[config.mk]
export PLATFORM = sky130hd
export DESIGN_NAME = bus_referee_rq_ack
export DESIGN_NICKNAME = d
export VERILOG_FILES = /design/src/rtl/bus_rq_ack_pkg.sv /design/src/rtl/rr_arbiter2.sv /design/src/rtl/bus_referee_rq_ack.sv
export SDC_FILE = /design/constraint.sdc
export NUM_CORES = 1
export LEC_CHECK = 0
export ABC_AREA = 1
export BUFFER_PORTS_ARGS = -buffer_cell sky130_fd_sc_hd__buf_4
export CORE_MARGIN = 10
export CORE_UTILIZATION = 25
export CTS_BUF_LIST = sky130_fd_sc_hd__clkbuf_16
export CTS_CLUSTER_SIZE = 20
export DETAILED_ROUTE_END_ITERATION = 10
export PLACE_DENSITY = 0.58
export SLEW_MARGIN = 10
export SYNTH_ARGS = -nofsm -noshare
export SYNTH_HDL_FRONTEND = slang
export SYNTH_HIERARCHICAL = 1
export SYNTH_SLANG_ARGS = --single-unit
[constraint.sdc]
create_clock -name clk -period 1.65 [get_ports clk]
set_clock_uncertainty 0.1 [all_clocks]
set_input_delay 0.165 -clock clk [delete_from_list [all_inputs] [get_ports clk]]
set_output_delay 0.165 -clock clk [all_outputs]
set_load 0.1 [all_outputs]
[src/rtl/bus_rq_ack_pkg.sv]
// Shared types and constants for the req/ack bus referee and its arbiter.
package bus_rq_ack_pkg;

  localparam int unsigned DEF_REQ_DATA_WIDTH = 8;
  localparam int unsigned DEF_ACK_DATA_WIDTH = 8;

  localparam logic [DEF_ACK_DATA_WIDTH-1:0] ERR_ACK = '1;

  typedef logic client_idx_t;

  typedef enum logic [1:0] {
    ST_IDLE,
    ST_SREQ,
    ST_ACK,
    ST_DROP
  } ref_state_t;

endpackage

[src/rtl/rr_arbiter2.sv]
// Combinational two-client round-robin grant: on a tie the client that did not win last time wins.
module rr_arbiter2
  import bus_rq_ack_pkg::*;
(
  input  logic [1:0]  req,
  input  client_idx_t last_grant,
  output logic        valid,
  output client_idx_t grant
);

  always_comb begin
    valid = |req;
    grant = 1'b0;
    if (&req) begin
      grant = ~last_grant;
    end else if (req[1]) begin
      grant = 1'b1;
    end
  end

endmodule

[src/rtl/bus_referee_rq_ack.sv]
// Two-client req/ack bus referee: round-robin serialisation onto one server port,
// with a timeout that returns an all-ones error acknowledge.
module bus_referee_rq_ack
  import bus_rq_ack_pkg::*;
#(
  parameter int unsigned REQ_DATA_WIDTH = DEF_REQ_DATA_WIDTH,
  parameter int unsigned ACK_DATA_WIDTH = DEF_ACK_DATA_WIDTH,
  parameter int unsigned TIMEOUT_CYCLES = 16
) (
  input  logic                      clk,
  input  logic                      rst_n,
  input  logic                      client0_req,
  input  logic [REQ_DATA_WIDTH-1:0] client0_data_req,
  output logic                      client0_ack,
  output logic [ACK_DATA_WIDTH-1:0] client0_data_ack,
  input  logic                      client1_req,
  input  logic [REQ_DATA_WIDTH-1:0] client1_data_req,
  output logic                      client1_ack,
  output logic [ACK_DATA_WIDTH-1:0] client1_data_ack,
  output logic                      server_req,
  output logic [REQ_DATA_WIDTH-1:0] server_data_req,
  input  logic                      server_ack,
  input  logic [ACK_DATA_WIDTH-1:0] server_data_ack
);

  localparam logic [7:0] TIMEOUT_LAST = 8'(TIMEOUT_CYCLES - 1);

  ref_state_t                state;
  client_idx_t               grant;
  client_idx_t               last_grant;
  logic [7:0]                cnt;

  logic                      arb_valid;
  client_idx_t               arb_grant;
  logic [REQ_DATA_WIDTH-1:0] fwd_data;
  logic [ACK_DATA_WIDTH-1:0] ack_data;
  logic                      sreq_done;
  logic                      granted_req;

  rr_arbiter2 u_arb (
    .req        ({client1_req, client0_req}),
    .last_grant (last_grant),
    .valid      (arb_valid),
    .grant      (arb_grant)
  );

  // Top request-data bit is replaced by the originating client index.
  always_comb begin
    fwd_data = arb_grant ? client1_data_req : client0_data_req;
    fwd_data[REQ_DATA_WIDTH-1] = arb_grant;
  end

  // A real server_ack takes priority over a timeout landing in the same cycle.
  always_comb begin
    sreq_done   = server_ack || (cnt == TIMEOUT_LAST);
    ack_data    = server_ack ? server_data_ack : '1;
    granted_req = grant ? client1_req : client0_req;
  end

  always_ff @(posedge clk) begin
    if (!rst_n) begin
      state            <= ST_IDLE;
      grant            <= 1'b0;
      last_grant       <= 1'b1;
      cnt              <= '0;
      server_req       <= 1'b0;
      server_data_req  <= '0;
      client0_ack      <= 1'b0;
      client0_data_ack <= '0;
      client1_ack      <= 1'b0;
      client1_data_ack <= '0;
    end else begin
      client0_ack      <= 1'b0;
      client0_data_ack <= '0;
      client1_ack      <= 1'b0;
      client1_data_ack <= '0;
      case (state)
        ST_IDLE: begin
          if (arb_valid) begin
            grant           <= arb_grant;
            server_req      <= 1'b1;
            server_data_req <= fwd_data;
            cnt             <= '0;
            state           <= ST_SREQ;
          end
        end
        ST_SREQ: begin
          cnt <= cnt + 8'd1;
          if (sreq_done) begin
            server_req <= 1'b0;
            if (grant) begin
              client1_ack      <= 1'b1;
              client1_data_ack <= ack_data;
            end else begin
              client0_ack      <= 1'b1;
              client0_data_ack <= ack_data;
            end
            state <= ST_ACK;
          end
        end
        ST_ACK: begin
          last_grant <= grant;
          cnt        <= '0;
          state      <= ST_DROP;
        end
        ST_DROP: begin
          if (!granted_req) begin
            state <= ST_IDLE;
          end
        end
        default: state <= ST_IDLE;
      endcase
    end
  end

endmodule

# ---- Word level (Yosys, flattened, before mapping)
# Index checks and enable logic that the tools add are counted.
dict set report op_classes {
  addsub 1
  n_mux 16
  bitwise_logic 4
  reduce_logical 13
  eq_ne 7
}
# op count
set op_table {}
lappend op_table {{8-bit case mux with 3 select lines} 1}
lappend op_table {{8-bit two-way mux} 2}
lappend op_table {{3-bit AND reduction} 3}
lappend op_table {{8-bit by 1-bit adder with 8-bit output, second input constant} 1}
lappend op_table {{8-bit by 4-bit equality test with 1-bit output, second input constant} 1}
lappend op_table {{2-bit case mux with 4 select lines} 1}
lappend op_table {{1-bit two-way mux} 7}
lappend op_table {{7-bit two-way mux} 1}
lappend op_table {{2-bit two-way mux} 3}
lappend op_table {{2-bit != test, second input constant} 3}
lappend op_table {{2-bit AND reduction} 3}
lappend op_table {{2-bit equality test, second input constant} 2}
lappend op_table {{1-bit NOT} 4}
lappend op_table {{4-bit AND reduction} 1}
lappend op_table {{4-bit OR reduction} 1}
lappend op_table {{3-bit nonzero test} 1}
lappend op_table {{2-bit by 1-bit equality test with 1-bit output, second input constant} 1}
lappend op_table {{2-bit logical NOT} 1}
lappend op_table {{1-bit case mux with 2 select lines} 1}
lappend op_table {{2-bit nonzero test} 1}
lappend op_table {{2-bit OR reduction} 1}
lappend op_table {{1-bit logical OR} 1}
dict set report totals {
  in_bits 29
  ff_bits 39
  output_inout_bits 27
}

# ---- Longest topological paths before layout
dict set report depth {
  word_depth 4
  ltp_mapped 12
}

# ---- Modules after synthesis
# Netlist, hierarchy kept.
# mod cells_each seq_area_each_um2 area_each_um2 n_inst
set modules_own_cells {}
lappend modules_own_cells {bus_referee_rq_ack 205 760.7 1654.1 1}
lappend modules_own_cells {rr_arbiter2 3 0.0 15.0 1}

# ---- Worst setup path before layout
# Ideal clock, no wire load.
dict set report synth_timing {
  path_type {reg-to-reg}
  start {reg state[0]}
  end {reg cnt[6]}
  arrival_ns 1.325
  setup_ns 0.109
  stages_incl_launch_ff 13
  path_slack_ns 0.116
  t_required_ns 1.441
  synth_period_minus_slack_ns 1.534
  path_cell_list {dfxtp_1 -> inv_1 -> ha_1 -> nand2_2 -> nand2_4 -> inv_2 -> nand2_2 -> nor2_4 -> nand2_1 -> nand2_1 -> nand2_1 -> nand2_1 -> inv_1}
}
dict set report synth_via {
  elab_chain_len 3
}
# element line_no
set synth_lines {}
lappend synth_lines {{start: declaration} bus_referee_rq_ack.sv:28} ;# ref_state_t state;
lappend synth_lines {{start signal: assignment} bus_referee_rq_ack.sv:62} ;# state <= ST_IDLE;
lappend synth_lines {{start signal: assignment} bus_referee_rq_ack.sv:84} ;# state <= ST_SREQ;
lappend synth_lines {{start signal: assignment} bus_referee_rq_ack.sv:98} ;# state <= ST_ACK;
lappend synth_lines {{2-bit by 1-bit equality test with 1-bit output, or another cell as far along} bus_referee_rq_ack.sv:77} ;# case (state)
lappend synth_lines {{3-bit nonzero test (no source line) or 2-bit != test (tied branches)} -}
lappend synth_lines {{2-bit AND reduction (no source line)} -}
lappend synth_lines {{end signal: assignment} bus_referee_rq_ack.sv:88} ;# cnt <= cnt + 8'd1;
lappend synth_lines {{end: declaration} bus_referee_rq_ack.sv:31} ;# logic [7:0] cnt;
# Parallel ways exist; a longest one is shown, timed or not.
# A chain may end at the register's enable or synchronous reset.

# ---- Worst setup path after layout
# Ends and elaborated chain as after synthesis.

==> impl_metrics.tcl <==
set metrics [dict create \
    num_rows 29 \
    htree_levels 2 \
    synth-seq-area-share_pct 45.6 \
    path_clk_slew_ps 50 \
    cts_buffers 5 \
    power_frac_seq_pct 28.8 \
    syn-num-nets 244 \
    die_area_um2 10300 \
    avgSynthCellArea_um2 8.02 \
    cts-root-buf "clkbuf_16" \
    holdWs_ps 34.8 \
    p_per_area_nw_per_um2 1760 \
    cap_violations 0 \
    setup_slack_ps 131 \
    io_pins 56 \
    nets 305 \
    critPathArrivalTime_ps 1600 \
    wl_per_cell_um 11.4 \
    p_comb_share_pct 49.1 \
    max_slew_margin_pct 81.0 \
    timing_hold_violations_final 0 \
    tritoncts "yes" \
    critPathCaptureType "flop" \
    wl_met1_um 1780 \
    synth_cell_type_count 26 \
    power.switching_mw 1.94 \
    vias_per_cell 4.16 \
    run_status "finished clean" \
    initial_core_util_pct 26.0 \
    top_layer "met4" \
    cts_buffer_depth 2 \
    critPathLaunchType "flop" \
    worst_skew_pair.late_latency_ps 280 \
    fmax_mhz 658 \
    mostFrequentLayoutCell "buf_4" \
    grt_max_degree 18 \
    drc 0 \
    grt_pass1_vias 1378 \
    wirelength_um 3960 \
    fin_setup_tns_ps 0 \
    yosysWarnings 6 \
    finalPower_mw 4.13 \
    fill_cells 661 \
    post-route-util_pct 36.6 \
    crit_fanout 5 \
    syn_to_final_growth_pct 40.7 \
    synth_seq_cells 38 \
    clockPowerShare_pct 22.1 \
    worstHoldPathType "input port to flop" \
    drt-pass1-iter-count 4 \
    synth_cells 208 \
    dpl_worst_slack_ps 41.9 \
    antennaDiodeCount 0 \
    netlist.area_leader.share_pct 45.6 \
    netlist_area_um2 1670 \
    drive_above_1_share_pct 33.3 \
    dp_hpwl_um 3000 \
    die_h_um 102 \
    grt-ovfl-total 0 \
    cts_sinks 38 \
    antenna_found_initial 0 \
    gp_congestion 0.696 \
    vias 1442 \
    required_ps 1730 \
    met2WireLength_um 1720 \
    numPortBuffers 53 \
    slew_viol_final 0 \
    p_int_mw 2.19 \
    die-width_um 102 \
    dr_wl_met3_um 403 \
    crit_type "flop to flop" \
    yosysTopAreaCell "dfxtp_1" \
    ant_nets 0 \
    worst_pin_slew_ps 288 \
    core_um2 6420 \
    cellLeakagePower_nw 1.18 \
    grt_pass1_wl_um 6460 \
    post-route-period-util_pct 92.1 \
    switching_share_pct 47.0 \
    layout_common_cells "60 x buf_4, 38 x nand2_1, 38 x dfxtp_1" \
    grt.total_usage_pct 7.89 \
    setup_violations 0 \
    drt_iter0_markers 21 \
    min_period_ps 1520 \
    vdd_drop_max_mv 0.937 \
    synth.area.top_cells "dfxtp_1 46%, nand2_1 8.5%, inv_1 8.3%" \
]
flip-flops by register name, summed over array words and instances, names as in the netlist:
| name | flops |
|---|---|
| client0_ack | 1 |
| client0_data_ack | 8 |
| client1_ack | 1 |
| client1_data_ack | 8 |
| cnt | 8 |
| last_grant | 1 |
| server_data_req | 8 |
| server_req | 1 |
| state | 2 |
synthesized netlist by cell type, drive strengths merged:
library cell / count
clkbuf: 1
or2: 3
buf: 5
nand2: 43
ha: 7
o211ai: 8
nor3: 2
nor2: 13
inv: 40
o21ai: 3
a21oi: 27
nand3: 18
dfxtp: 38
final cells by class:
cell class | count | area, µm² | area share [%]
clock buffer | 5 | 125 | 5.33
tap | 77 | 96.3 | 4.10
clock inverter | 3 | 16.3 | 0.693
timing repair buffer | 60 | 450 | 19.2
multi-input combinational | 124 | 746 | 31.8
sequential | 38 | 761 | 32.4
inverter | 40 | 154 | 6.55
per-layer routing:
layer / vias to the layer above / track usage (%)
li1: 777 / -
met1: 621 / 8.80
met2: 38 / 11.8
met3: 6 / 4.90
met4: 0 / 3.30
met5: - / 0
what timing repair did:
action                                  CTS  global route
endpoints found under the setup margin    0             9
resized for setup                         0             6
buffers inserted                          0             2
hold buffers                              0             0
per-stage QoR:
step | cell area [µm²] | std cells
global placement | 2170 | 337
finish | 2350 | 347
floorplan | 1670 | 208
CTS | 2310 | 345
global route | 2350 | 347
detailed placement | 2170 | 337
cells by family (layout without fill, tap and decap cells):
logic type,count (synthesis),after routing,share of synthesized area (%)
AOI/OAI and AO/OA,38,38,13.5
adders and majority gates,7,7,5.25
buffers and inverters,46,108,10.9
DFF,38,38,45.6
and+or+nand+nor,79,79,24.7
power by group through the flow:
stage | clock network (mW) | logic, mW | registers (mW)
finish | 0.914 | 2.03 | 1.19
floorplan | 0 | 0.695 | 2.04
global placement | 0 | 1.96 | 1.21
CTS | 0.937 | 1.97 | 1.19
detailed placement | 0 | 1.97 | 1.21
global route | 0.993 | 2.19 | 1.21
final timing paths:
kind,from,to,slack [ps],cells past startpoint
max,state[0],cnt[6],130,12
min reg2reg,last_grant,last_grant,370,2
max reg2reg,state[0],cnt[6],130,12
min,server_data_ack[6],client1_data_ack[6],30,3
critical path: stages (launching register included):
cell and delay (ps):
dfxtp_1 320, inv_1 100, ha_4 200, nand2_4 80, nand2_4 80, inv_2 70, nand2_2 70, nor2_4 130
nand2_1 60, nand2_1 80, nand2_1 50, nand2_1 50, inv_1 30
Power figures use the tool's default switching activity.
